File: src/rtl/ctrl_pkg.sv
// Shared opcodes, state encoding and class enum
// for the Mini SRC hardwired control sequencer.
package ctrl_pkg;

  localparam logic [4:0] OP_ADD  = 5'b00011;
  localparam logic [4:0] OP_SUB  = 5'b00100;
  localparam logic [4:0] OP_AND  = 5'b00101;
  localparam logic [4:0] OP_OR   = 5'b00110;
  localparam logic [4:0] OP_ROR  = 5'b00111;
  localparam logic [4:0] OP_ROL  = 5'b01000;
  localparam logic [4:0] OP_SHR  = 5'b01001;
  localparam logic [4:0] OP_SHRA = 5'b01010;
  localparam logic [4:0] OP_SHL  = 5'b01011;
  localparam logic [4:0] OP_ADDI = 5'b01100;
  localparam logic [4:0] OP_ANDI = 5'b01101;
  localparam logic [4:0] OP_ORI  = 5'b01110;
  localparam logic [4:0] OP_DIV  = 5'b01111;
  localparam logic [4:0] OP_MUL  = 5'b10000;
  localparam logic [4:0] OP_NEG  = 5'b10001;
  localparam logic [4:0] OP_NOT  = 5'b10010;
  localparam logic [4:0] OP_NOP  = 5'b11010;
  localparam logic [4:0] OP_HALT = 5'b11011;
  localparam logic [4:0] ALU_INC = 5'b11111;

  typedef enum logic [3:0] {
    S_IDLE,
    S_T0,
    S_T1,
    S_T2,
    S_T3,
    S_T4,
    S_T5,
    S_T6,
    S_HALT
  } state_e;

  typedef enum logic [2:0] {
    C_ALU3,
    C_IMM,
    C_MULDIV,
    C_UNARY,
    C_NOP,
    C_HALT,
    C_ILLEGAL
  } cls_e;

endpackage

File: src/rtl/control_sequencer_op_classify.sv
// Opcode to instruction-class decoder; the only
// place opcodes are interpreted.
module op_classify
  import ctrl_pkg::*;
(
  input  logic [4:0] opcode_i,
  output cls_e       cls_o
);

  always_comb begin
    cls_o = C_ILLEGAL;
    unique case (1'b1)
      (opcode_i >= OP_ADD && opcode_i <= OP_SHL):
        cls_o = C_ALU3;
      (opcode_i >= OP_ADDI && opcode_i <= OP_ORI):
        cls_o = C_IMM;
      (opcode_i == OP_DIV || opcode_i == OP_MUL):
        cls_o = C_MULDIV;
      (opcode_i == OP_NEG || opcode_i == OP_NOT):
        cls_o = C_UNARY;
      (opcode_i == OP_NOP):
        cls_o = C_NOP;
      (opcode_i == OP_HALT):
        cls_o = C_HALT;
      default:
        cls_o = C_ILLEGAL;
    endcase
  end

endmodule

File: src/rtl/control_sequencer.sv
// Mini SRC hardwired control unit: fetch/decode/
// execute FSM, strobe decode and retire counter.
module control_sequencer
  import ctrl_pkg::*;
#(
  parameter int COUNT_W         = 16,
  parameter bit HALT_ON_ILLEGAL = 1'b0
) (
  input  logic               clk,
  input  logic               clr,
  input  logic [31:0]        ir,
  output logic               pout,
  output logic               maren,
  output logic               zloen,
  output logic               zhien,
  output logic               zloout,
  output logic               zhiout,
  output logic               pen,
  output logic               read,
  output logic               mdren,
  output logic               mdrout,
  output logic               iren,
  output logic               yen,
  output logic               cout,
  output logic               hien,
  output logic               loen,
  output logic               gra,
  output logic               grb,
  output logic               grc,
  output logic               rin,
  output logic               rout,
  output logic [4:0]         alu_control,
  output logic               run,
  output logic               illegal,
  output logic [COUNT_W-1:0] instr_count
);

  state_e             state_q, state_d;
  logic [COUNT_W-1:0] cnt_q;
  logic               retire_d;
  cls_e               cls;
  logic [4:0]         op;
  logic               unused_ir;

  assign op        = ir[31:27];
  assign unused_ir = ^ir[26:0];

  op_classify u_cls (
    .opcode_i (op),
    .cls_o    (cls)
  );

  always_comb begin
    state_d  = state_q;
    retire_d = 1'b0;
    unique case (state_q)
      S_IDLE: state_d = S_T0;
      S_T0:   state_d = S_T1;
      S_T1:   state_d = S_T2;
      S_T2:   state_d = S_T3;
      S_T3: begin
        unique case (cls)
          C_NOP: begin
            state_d  = S_T0;
            retire_d = 1'b1;
          end
          C_HALT: begin
            state_d  = S_HALT;
            retire_d = 1'b1;
          end
          C_ILLEGAL:
            state_d = HALT_ON_ILLEGAL ? S_HALT : S_T0;
          default:
            state_d = S_T4;
        endcase
      end
      S_T4:   state_d = S_T5;
      S_T5: begin
        if (cls == C_MULDIV) begin
          state_d = S_T6;
        end else begin
          state_d  = S_T0;
          retire_d = 1'b1;
        end
      end
      S_T6: begin
        state_d  = S_T0;
        retire_d = 1'b1;
      end
      S_HALT: state_d = S_HALT;
      default: state_d = S_IDLE;
    endcase
  end

  always_ff @(posedge clk) begin
    if (clr) begin
      state_q <= S_IDLE;
      cnt_q   <= '0;
    end else begin
      state_q <= state_d;
      if (retire_d) begin
        cnt_q <= cnt_q + {{(COUNT_W-1){1'b0}}, 1'b1};
      end
    end
  end

  assign instr_count = cnt_q;

  // Strobes depend only on the current state and the IR class.
  always_comb begin
    pout        = 1'b0;
    maren       = 1'b0;
    zloen       = 1'b0;
    zhien       = 1'b0;
    zloout      = 1'b0;
    zhiout      = 1'b0;
    pen         = 1'b0;
    read        = 1'b0;
    mdren       = 1'b0;
    mdrout      = 1'b0;
    iren        = 1'b0;
    yen         = 1'b0;
    cout        = 1'b0;
    hien        = 1'b0;
    loen        = 1'b0;
    gra         = 1'b0;
    grb         = 1'b0;
    grc         = 1'b0;
    rin         = 1'b0;
    rout        = 1'b0;
    alu_control = 5'b00000;
    illegal     = 1'b0;
    run         = (state_q != S_IDLE) &&
                  (state_q != S_HALT);
    unique case (state_q)
      S_T0: begin
        pout        = 1'b1;
        maren       = 1'b1;
        zloen       = 1'b1;
        alu_control = ALU_INC;
      end
      S_T1: begin
        zloout = 1'b1;
        pen    = 1'b1;
        read   = 1'b1;
        mdren  = 1'b1;
      end
      S_T2: begin
        mdrout = 1'b1;
        iren   = 1'b1;
      end
      S_T3: begin
        unique case (cls)
          C_ALU3, C_IMM, C_MULDIV, C_UNARY: begin
            grb  = 1'b1;
            rout = 1'b1;
            yen  = 1'b1;
          end
          C_ILLEGAL: illegal = 1'b1;
          default: ;
        endcase
      end
      S_T4: begin
        alu_control = op;
        zloen       = 1'b1;
        unique case (cls)
          C_ALU3: begin
            grc  = 1'b1;
            rout = 1'b1;
          end
          C_IMM: cout = 1'b1;
          C_MULDIV: begin
            grc   = 1'b1;
            rout  = 1'b1;
            zhien = 1'b1;
          end
          C_UNARY: begin
            grb  = 1'b1;
            rout = 1'b1;
          end
          default: ;
        endcase
      end
      S_T5: begin
        zloout = 1'b1;
        if (cls == C_MULDIV) begin
          loen = 1'b1;
        end else begin
          gra = 1'b1;
          rin = 1'b1;
        end
      end
      S_T6: begin
        zhiout = 1'b1;
        hien   = 1'b1;
      end
      default: ;
    endcase
  end

endmodule

File: config.mk
export PLATFORM = sky130hd
export DESIGN_NAME = control_sequencer
export DESIGN_NICKNAME = d
export VERILOG_FILES = /design/src/rtl/ctrl_pkg.sv /design/src/rtl/control_sequencer_op_classify.sv /design/src/rtl/control_sequencer.sv
export SDC_FILE = /design/constraint.sdc
export NUM_CORES = 1
export LEC_CHECK = 0
export CAP_MARGIN = 20
export CORE_ASPECT_RATIO = 1.2
export CORE_UTILIZATION = 41
export CTS_CLUSTER_SIZE = 20
export DETAILED_ROUTE_END_ITERATION = 10
export PLACE_DENSITY = 0.85
export SETUP_SLACK_MARGIN = 0.2
export SLEW_MARGIN = 15
export SYNTH_ARGS = -nofsm -noshare
export SYNTH_HDL_FRONTEND = slang
export SYNTH_HIERARCHICAL = 1
export SYNTH_SLANG_ARGS = --single-unit
File: constraint.sdc
create_clock -name clk -period 7.35 [get_ports clk]
set_clock_uncertainty 0.2 [all_clocks]
set_input_delay 0.735 -clock clk [delete_from_list [all_inputs] [get_ports clk]]
set_output_delay 0.735 -clock clk [all_outputs]
set_load 0.1 [all_outputs]
==> results of run 1 <==
## registers in the layout (all words and copies together), names as in the netlist
name and cells:
instr_count 16, state_q 4
## critical path: stages
cell	delay, ps
clkdlybuf4s50_1	580
nand2_2	100
and2_4	150
xor2_1	170
or3b_1	530
or2_2	340
nor2b_1	110
clkdlybuf4s50_1	1130
## placed cells by master (no fill, tap or decap), types with 2 or more instances in the layout
cell | Yosys | routed
o21ai_1 | 2 | 2
and3_1 | 3 | 3
nand2b_1 | 7 | 7
or3_1 | 4 | 4
a21o_1 | 3 | 3
mux2i_1 | 2 | 2
nor3_1 | 8 | 8
nor2_1 | 11 | 11
inv_1 | 3 | 3
or4_1 | 9 | 9
nor2b_1 | 3 | 3
nor3b_1 | 2 | 2
a21oi_1 | 13 | 13
xor2_1 | 3 | 3
clkdlybuf4s50_1 | 0 | 49
a211oi_1 | 3 | 3
dfxtp_1 | 20 | 20
nand2_1 | 7 | 7
nor4_1 | 3 | 3
nand3_1 | 7 | 7
o31ai_1 | 10 | 10
o21a_1 | 2 | 2
nand3b_1 | 2 | 2
mux2_1 | 2 | 2
and4_1 | 2 | 2
clkbuf_4 | 0 | 3
## through the flow
step	hold WS (ps)	power [uW]	std cells	worst slack (ps)
after global placement	262.2	252.7	237	2575
after floorplan	425.3	227.8	169	2139
after global routing	312.9	314.7	240	2385
after CTS	303.2	303.1	240	2566
final	302.3	302.1	240	2557
after detailed placement	291.2	253.3	237	2578
## final cells by class
class,instances,share of cell area
Clock buffer,3,0.01237
Inverter,3,0.006186
Multi-Input combinational cell,129,0.4674
Sequential cell,20,0.2199
Tap cell,36,0.02474
Timing Repair Buffer,49,0.2694
## power by group through the flow
stage	Clock, uW	Combinational, uW	Sequential, uW
floorplan	0	111	117
detailed placement	0	135	119
CTS	51.8	135	116
global placement	0	134	119
global route	56.1	141	117
finish	51.1	135	116
## synthesized netlist by cell type (all sizes together) (3+ instances only)
cell | count | area [sq um]
nor4 | 3 | 18.77
nand3 | 7 | 35.03
nand2b | 7 | 43.79
dfxtp | 20 | 400.4
or4 | 9 | 67.56
nand2 | 8 | 32.54
o21ai | 3 | 15.01
a211oi | 3 | 22.52
a21oi | 13 | 65.06
nor2 | 11 | 41.29
o31ai | 10 | 75.07
clkbuf | 8 | 30.03
or3 | 4 | 25.02
xor2 | 3 | 26.28
nor2b | 3 | 18.77
inv | 3 | 11.26
and3 | 3 | 18.77
nor3 | 8 | 40.04
a21o | 3 | 22.52
buf | 9 | 65.05
## routing by layer
layer	routed length (microns)	share of wire	GRT usage	up-vias
met5	0	0	0	-
met4	42	0.013	0.05769	0
met3	196	0.062	0.02347	4
met2	1505	0.47	0.3155	51
met1	1430	0.45	0.2281	643
li1	-	-	-	696
## worst paths after layout
path	start	end	slack [ps]	cells after the start
worst max register to register	state_q[2]	instr_count[9]	5000	4
worst max-delay path	ir[28]	cout	2560	8
worst min register to register	instr_count[15]	instr_count[15]	300	2
worst min-delay path	instr_count[15]	instr_count[15]	300	2
## cells by family (layout without fill, tap and decap cells)
family                   after synthesis  in the layout
buffers and inverters                 20             55
AO/OA/AOI/OAI                         44             44
multiplexers                           4              4
flip-flops                            20             20
XOR/XNOR                               4              4
adder cells (fa/ha/maj)                1              1
AND/OR/NAND/NOR                       76             76
==> results.sh, run 1 <==
export IMPL_status="finished, final reports clean"
export IMPL_yosysWarnings=6
export IMPL_critical_path_class="in2out"
export IMPL_routed_via_density=5.808
export IMPL_clockBufferDepth=2
export IMPL_critPathMaxFanout=9
export IMPL_synth_compound_area_frac=0.2221
export IMPL_switchingPower_uw=140.5
export IMPL_drtIter0Drc=35
export IMPL_final_area_sq_mm=0.001821
export IMPL_setup_viol=0
export IMPL_cts_made_buffers=3
export IMPL_synth_fa_ha_area_frac=0.009217
export IMPL_die_h_microns=65.04
export IMPL_fin_nets=241
export IMPL_pin_count=77
export IMPL_peakVddDrop_v=0.0001225
export IMPL_start_util=0.4364
export IMPL_num_rows=22
export IMPL_num_vias=1394
export IMPL_area_growth_syn_to_layout_pct=34.10
export IMPL_p_leak_uw=0.0006401
export IMPL_antenna_left=0
export IMPL_regArea_sq_um=400.4
export IMPL_synth_xor_area_share=0.02581
export IMPL_n_fill_cell=283
export IMPL_power_internal_uw=161.6
export IMPL_power_density_mw_per_mm2=166.0
export IMPL_power_frac_clock=0.169
export IMPL_relSlewSlack=0.3318
export IMPL_synthMuxAreaShare=0.03134
export IMPL_clk_pin_slew_ps=110
export IMPL_clock_latency_ps=300
export IMPL_syn_area_sq_mm=0.001358
export IMPL_synth_area_per_cell_sq_um=8.033
export IMPL_worst_ep_required_time_ps=6410
export IMPL_grt_max_degree=29
export IMPL_fmax_mhz=208.6
export IMPL_power_frac_comb=0.446
export IMPL_wl_per_cell_microns=13.23
export IMPL_cp_end_kind="output port"
export IMPL_grt_pass1_wl_mm=4.981
export IMPL_place_congestion=0.7810
export IMPL_dieArea_sq_mm=0.003546
export IMPL_synth_edff_count=0
export IMPL_multi_input_area_sq_um=850.8
export IMPL_ys_types=50
export IMPL_tns_ps=0
export IMPL_hold_class="reg2reg"
export IMPL_worst_slew_pin_transition_ps=999.2
export IMPL_wl_mm=3.175
export IMPL_postPlaceCellArea_sq_mm=0.001798
export IMPL_p_sw_frac=0.4649
export IMPL_htreeDepth=1
export IMPL_cts_setup_buffers=0
export IMPL_io_buffers=49
export IMPL_cts_sinks=20
export IMPL_core_sq_mm=0.003110
export IMPL_final_util=0.5853
export IMPL_synth_nets=204
export IMPL_synthFlopType="dfxtp_1"
export IMPL_syn_inst=169
export IMPL_place_hpwl_mm=2.274
export IMPL_cts_resized_gates=0
export IMPL_fin_crit_ps=4793
export IMPL_antenna_found_initial=0
export IMPL_ctsHoldBuffers=0
export IMPL_cp_start_kind="primary input"
export IMPL_synthArstFlopShare=0
export IMPL_clock_root_buffer="clkbuf_4"
export IMPL_slew_viol_final=0
export IMPL_grt_usage=0.1837
export IMPL_grt_ovfl_total=0
export IMPL_post_route_period_util=0.6522
export IMPL_synth_simple_gate_area_share=0.3382
export IMPL_first_pass_iters=4
export IMPL_drc_errors=0
export IMPL_drv_cap=0
export IMPL_crit_arrival_ps=3860
export IMPL_hold_viol_final=0
export IMPL_synth_top_family_by_area="simple AND/OR/NAND/NOR gates"
export IMPL_ys_ff_latch=20
export IMPL_die_w_microns=54.53
export IMPL_ys_seq_area_frac=0.2949
export IMPL_diodes=0
export IMPL_seqPwrFrac=0.385
export IMPL_rsz0062_at_grt="no"
export IMPL_drive_gt1_frac=0.04412
export IMPL_grt_pass1_vias=1122
export IMPL_cts_tree="yes"
No activity file was read; power rests on OpenSTA's default activity.
==> run 2: changes to the inputs <==
--- a/config.mk
+++ b/config.mk
@@ -7,10 +7,10 @@
 export LEC_CHECK = 0
 export CAP_MARGIN = 20
 export CORE_ASPECT_RATIO = 1.2
-export CORE_UTILIZATION = 41
+export CORE_UTILIZATION = 38
 export CTS_CLUSTER_SIZE = 20
 export DETAILED_ROUTE_END_ITERATION = 10
-export PLACE_DENSITY = 0.85
+export PLACE_DENSITY = 0.8
 export SETUP_SLACK_MARGIN = 0.2
 export SLEW_MARGIN = 15
 export SYNTH_ARGS = -nofsm -noshare
==> constraint.sdc (replaced) <==
create_clock -name clk -period 4.86 [get_ports clk]
set_clock_uncertainty 0.2 [all_clocks]
set_input_delay 0.486 -clock clk [delete_from_list [all_inputs] [get_ports clk]]
set_output_delay 0.486 -clock clk [all_outputs]
set_load 0.1 [all_outputs]
==> run 2 against run 1 <==
  * Die area rose by 7.6%
  * Hold slack got worse by 4.6 ps
  * Largest power group unchanged
  * Critical endpoint is now alu_control[2]
  * Global-route usage fell by 0.94 points
==> results.sh, run 2 (same netlist as run 1, synthesis figures left out) <==
export IMPL_htreeDepth=1
export IMPL_num_rows=23
export IMPL_routed_via_density=5.707
export IMPL_io_buffers=49
export IMPL_cp_start_kind="flip-flop"
export IMPL_crit_start="state_q[0]"
export IMPL_pin_count=77
export IMPL_relSlewSlack=0.3475
export IMPL_core_sq_mm=0.003367
export IMPL_cts_tree="yes"
export IMPL_worst_slew_pin_transition_ps=975.6
export IMPL_die_w_microns=56.56
export IMPL_grt_pass1_vias=1199
export IMPL_area_growth_syn_to_layout_pct=36.41
export IMPL_ff2ff_setup_slack_ps=2510
export IMPL_r2r_cells=4
export IMPL_ctsHoldBuffers=0
export IMPL_clock_root_buffer="clkbuf_8"
export IMPL_grt_usage=0.1742
export IMPL_cts_resized_gates=0
export IMPL_crit_arrival_ps=2810
export IMPL_antenna_found_initial=0
export IMPL_post_route_period_util=0.7202
export IMPL_drc_errors=0
export IMPL_largest_reg_flops=16
export IMPL_critical_path_class="reg2out"
export IMPL_cts_made_buffers=3
export IMPL_cts_setup_buffers=0
export IMPL_place_hpwl_mm=2.323
export IMPL_rsz0062_at_grt="no"
export IMPL_fin_crit_ps=3500
export IMPL_die_h_microns=67.48
export IMPL_start_util=0.4032
export IMPL_power_frac_comb=0.372
export IMPL_power_internal_uw=324.8
export IMPL_dp_cells=238
export IMPL_r2r_end="instr_count[12]"
export IMPL_endpoint="alu_control[2]"
export IMPL_grt_pass1_wl_mm=5.271
export IMPL_final_cell_mix="clkdlybuf4s50_1, dfxtp_1, a21oi_1"
export IMPL_drv_cap=0
export IMPL_final_area_sq_mm=0.001852
export IMPL_dieArea_sq_mm=0.003816
export IMPL_status="finished, final reports clean"
export IMPL_antenna_left=0
export IMPL_rr_startpoint="state_q[2]"
export IMPL_tns_ps=0
export IMPL_fmax_mhz=285.7
export IMPL_drtIter0Drc=45
export IMPL_num_vias=1381
export IMPL_fin_nets=241
export IMPL_slew_viol_final=0
export IMPL_cts_sinks=20
export IMPL_clockBufferDepth=2
export IMPL_drive_gt1_frac=0.1024
export IMPL_wl_mm=3.203
export IMPL_grt_ovfl_total=0
export IMPL_power_density_mw_per_mm2=295.0
export IMPL_wl_per_cell_microns=13.24
export IMPL_peakVddDrop_v=0.0002081
export IMPL_worst_ep_required_time_ps=4170
export IMPL_cp_end_kind="output port"
export IMPL_hold_class="reg2reg"
export IMPL_postPlaceCellArea_sq_mm=0.001780
export IMPL_first_pass_iters=4
export IMPL_grt_max_degree=29
export IMPL_critPathMaxFanout=15
export IMPL_p_leak_uw=0.0006826
export IMPL_power_frac_clock=0.306
export IMPL_p_sw_frac=0.4054
export IMPL_place_congestion=0.7686
export IMPL_final_common_cell="clkdlybuf4s50_1"
export IMPL_clk_pin_slew_ps=80
export IMPL_setup_viol=0
export IMPL_layout_cells_non_filler=242
export IMPL_seqPwrFrac=0.322
export IMPL_switchingPower_uw=221.4
export IMPL_clock_latency_ps=260
export IMPL_hold_viol_final=0
export IMPL_diodes=0
==> run 2: cell types whose count changed in the layout (fill, tap and decap cells not counted), sizes merged <==
cell,change
buf,+10
bufinv,+1
clkdlybuf4s50,-10
==> run 2: how the worst min path moves through the flow <==
stage | from | slack (ps) | endpoint | depth (start not counted)
global route | instr_count[15] | 330 | instr_count[15] | 2
CTS | instr_count[15] | 300 | instr_count[15] | 2
finish | instr_count[15] | 300 | instr_count[15] | 2
detailed placement | instr_count[15] | 280 | instr_count[15] | 2
floorplan | state_q[0] | 430 | state_q[1] | 2
global placement | instr_count[15] | 290 | instr_count[15] | 2
==> run 2: area by class of cell <==
class	count	area, sq um
inverters	3	11.26
multi-input cells	129	857.1
flip-flops and latches	20	400.4
fillers	342	1515
clock buffers	3	41.29
well taps	37	46.29
repair buffers	49	465.4
clock inverters	1	30.03
==> run 2: power by group through the flow <==
stage	sequential (uW)	clock, uW	combinational (uW)
finish	176	167	203
global route	177	177	212
CTS	176	172	205
detailed placement	180	0	204
global placement	180	0	203
floorplan	177	0	168
==> run 2: layer usage <==
metal  wire length, microns  track usage  up-vias
met3                    249      0.03448        5
met1                   1358       0.1856      630
met5                      0            0        -
met4                     56      0.08232        0
met2                   1539       0.3294       47
li1                       -            -      699
==> run 2: stage by stage <==
stage	hold WS, ps	setup slack (ps)	power [uW]	utilization
2_1_floorplan	425.3	259.3	345.1	-
4_1_cts	295.8	1346	552.6	0.5500
3_3_place_gp	286.3	1376	382.6	0.5288
6_report	297.7	1360	546.2	0.5500
3_5_place_dp	280.0	1371	383.6	0.5288
5_1_grt	330.4	1147	565.5	0.5500
==> run 2: critical path, stage by stage (launching register included) <==
cell and delay, ps:
dfxtp_1 600, nand2b_1 240, nor3_1 450, a21o_1 130
clkdlybuf4s50_1 1120
==> run 3: changes to the inputs <==
--- a/config.mk
+++ b/config.mk
@@ -7,10 +7,10 @@
 export LEC_CHECK = 0
 export CAP_MARGIN = 20
 export CORE_ASPECT_RATIO = 1.2
-export CORE_UTILIZATION = 38
+export CORE_UTILIZATION = 35
 export CTS_CLUSTER_SIZE = 20
 export DETAILED_ROUTE_END_ITERATION = 10
-export PLACE_DENSITY = 0.8
+export PLACE_DENSITY = 0.77
 export SETUP_SLACK_MARGIN = 0.2
 export SLEW_MARGIN = 15
 export SYNTH_ARGS = -nofsm -noshare
==> constraint.sdc (replaced) <==
create_clock -name clk -period 3 [get_ports clk]
set_clock_uncertainty 0.2 [all_clocks]
set_input_delay 0.3 -clock clk [delete_from_list [all_inputs] [get_ports clk]]
set_output_delay 0.3 -clock clk [all_outputs]
set_load 0.1 [all_outputs]
==> run 3 against run 2 <==
  * Hold slack worse by 2.8 ps
  * Register-to-register slack lost 1900 ps
  * Combinational power increased by 95%
  * Total power increased by 57%
  * Worst setup slack got worse by 1100 ps
  * First-iteration DRC count down 8.9%
  * Critical path depth rose by 6
  * Via count is 10% higher
  * Core utilization rose by 6.0 points
  * Critical endpoint is now rin
  * Non-clock buffer count grew 26
  * Routed wire length grew 18%
==> results.sh, run 3 (same netlist as run 1, synthesis figures left out) <==
export IMPL_p_leak_uw=0.0009122
export IMPL_tns_ps=0
export IMPL_slew_viol_final=0
export IMPL_cts_sinks=20
export IMPL_status="finished, final reports clean"
export IMPL_postPlaceCellArea_sq_mm=0.002117
export IMPL_core_sq_mm=0.003664
export IMPL_post_route_period_util=0.9133
export IMPL_path_cells="clkdlybuf4s50_1, buf_4, nand2b_1, mux2i_1, a32o_2, buf_6, nand2b_4, nor2_1, nor3_4, buf_12"
export IMPL_clockBufferDepth=2
export IMPL_pin_count=77
export IMPL_relSlewSlack=0.5376
export IMPL_htreeDepth=1
export IMPL_num_vias=1524
export IMPL_place_congestion=0.7939
export IMPL_area_growth_syn_to_layout_pct=64.61
export IMPL_hold_class="reg2reg"
export IMPL_fin_nets=267
export IMPL_wl_mm=3.794
export IMPL_final_util=0.6100
export IMPL_peakVddDrop_v=0.0002901
export IMPL_clk_pin_slew_ps=70
export IMPL_power_density_mw_per_mm2=384.0
export IMPL_clock_latency_ps=260
export IMPL_drive_gt1_frac=0.4174
export IMPL_critPathMaxFanout=7
export IMPL_dieArea_sq_mm=0.004133
export IMPL_grt_max_degree=20
export IMPL_worst_ep_required_time_ps=2500
export IMPL_final_area_sq_mm=0.002235
export IMPL_fmax_mhz=365.0
export IMPL_drtIter0Drc=41
export IMPL_io_buffers=49
export IMPL_diodes=0
export IMPL_start_util=0.3706
export IMPL_grt_ovfl_total=0
export IMPL_hold_ws_ps=294.9
export IMPL_die_h_microns=70.23
export IMPL_clock_root_buffer="clkbuf_8"
export IMPL_final_cell_mix="buf_4, dfxtp_1, a21oi_1"
export IMPL_ctsHoldBuffers=0
export IMPL_rsz0062_at_grt="yes"
export IMPL_cts_tree="yes"
export IMPL_wl_per_cell_microns=13.45
export IMPL_worst_slew_pin_transition_ps=692.7
export IMPL_cp_slowest_stage_delay_ps=420
export IMPL_antenna_found_initial=0
export IMPL_setup_viol=0
export IMPL_largest_reg_flops=16
export IMPL_hold_viol_final=0
export IMPL_final_common_cell="buf_4"
export IMPL_fin_crit_ps=2740
export IMPL_num_rows=24
export IMPL_crit_arrival_ps=2240
export IMPL_first_pass_iters=4
export IMPL_critical_path_class="in2out"
export IMPL_antenna_left=0
export IMPL_drv_cap=0
export IMPL_cp_start_kind="primary input"
export IMPL_place_hpwl_mm=2.719
export IMPL_grt_pass1_wl_mm=6.003
export IMPL_die_w_microns=58.86
export IMPL_crit_family="buffers and inverters"
export IMPL_cts_made_buffers=3
export IMPL_cp_num_buf_inv=4
export IMPL_grt_usage=0.1818
export IMPL_grt_pass1_vias=1359
export IMPL_routed_via_density=5.404
export IMPL_drc_errors=0
export IMPL_cp_end_kind="output port"
export IMPL_crit_path_top_delay_cell="clkdlybuf4s50_1"
run 3: changes by cell type in the layout (fill, tap and decap cells not counted), moves of 4 or more:
cell	before	now
buf_4	10	57
dlygate4sd2_1	0	4
clkdlybuf4s50_1	39	2
buf_12	0	10
nor3_1	8	2
nor2_1	11	7
nor3_4	0	4
run 3: timing repair:
action	in CTS	in global routing
cloned	0	0
pin swaps	5	2
hold endpoints to repair	0	0
endpoints found under the setup margin	22	14
resized for setup	13	5
setup buffers	0	1
run 3: worst paths after layout:
kind	slack, ps	endpoint	depth (start not counted)	from
hold / removal	290	instr_count[15]	2	instr_count[15]
setup / recovery	260	rin	10	ir[31]
hold reg to reg	290	instr_count[15]	2	instr_count[15]
setup reg to reg	570	instr_count[12]	4	state_q[1]
run 3: where the power goes:
part / leakage [uW] / switching, uW / total [uW] / internal [uW]
registers: 0.000162 / 18.4 / 289 / 270
clock network: 0.0000216 / 84.7 / 174 / 89.5
logic: 0.000729 / 281 / 395 / 115
total: 0.000912 / 384 / 858 / 474
run 3: cell type report:
cell class | count | area, sq um
fill | 342 | 1429
sequential | 20 | 400.4
clock buffer | 3 | 41.29
inverter | 3 | 11.26
multi-input combinational | 129 | 1011
timing repair buffer | 75 | 705.7
tap | 52 | 65.06
run 3: metal layers:
metal / vias to the layer above / global-route usage / routed length (microns)
met2: 37 / 0.3384 / 2090
met5: - / 0 / 0
met4: 0 / 0.05026 / 37
met3: 5 / 0.02037 / 127
met1: 730 / 0.2113 / 1539
li1: 752 / - / -
run 3: worst min-delay path: cells and delay by family (launching register included):
kind            cells  cell delay [ps]
flops               1              330
compound gates      2              130
run 3: per-stage QoR:
stage / cells / total power, uW / setup slack [ps]
after floorplan: 169 / 572.3 / -761.2
after global placement: 278 / 670.2 / -79.23
after detailed placement: 278 / 672.4 / -87.73
after CTS: 281 / 849.2 / 205.4
after global routing: 282 / 887.6 / 182.1
final: 282 / 858.2 / 260.2
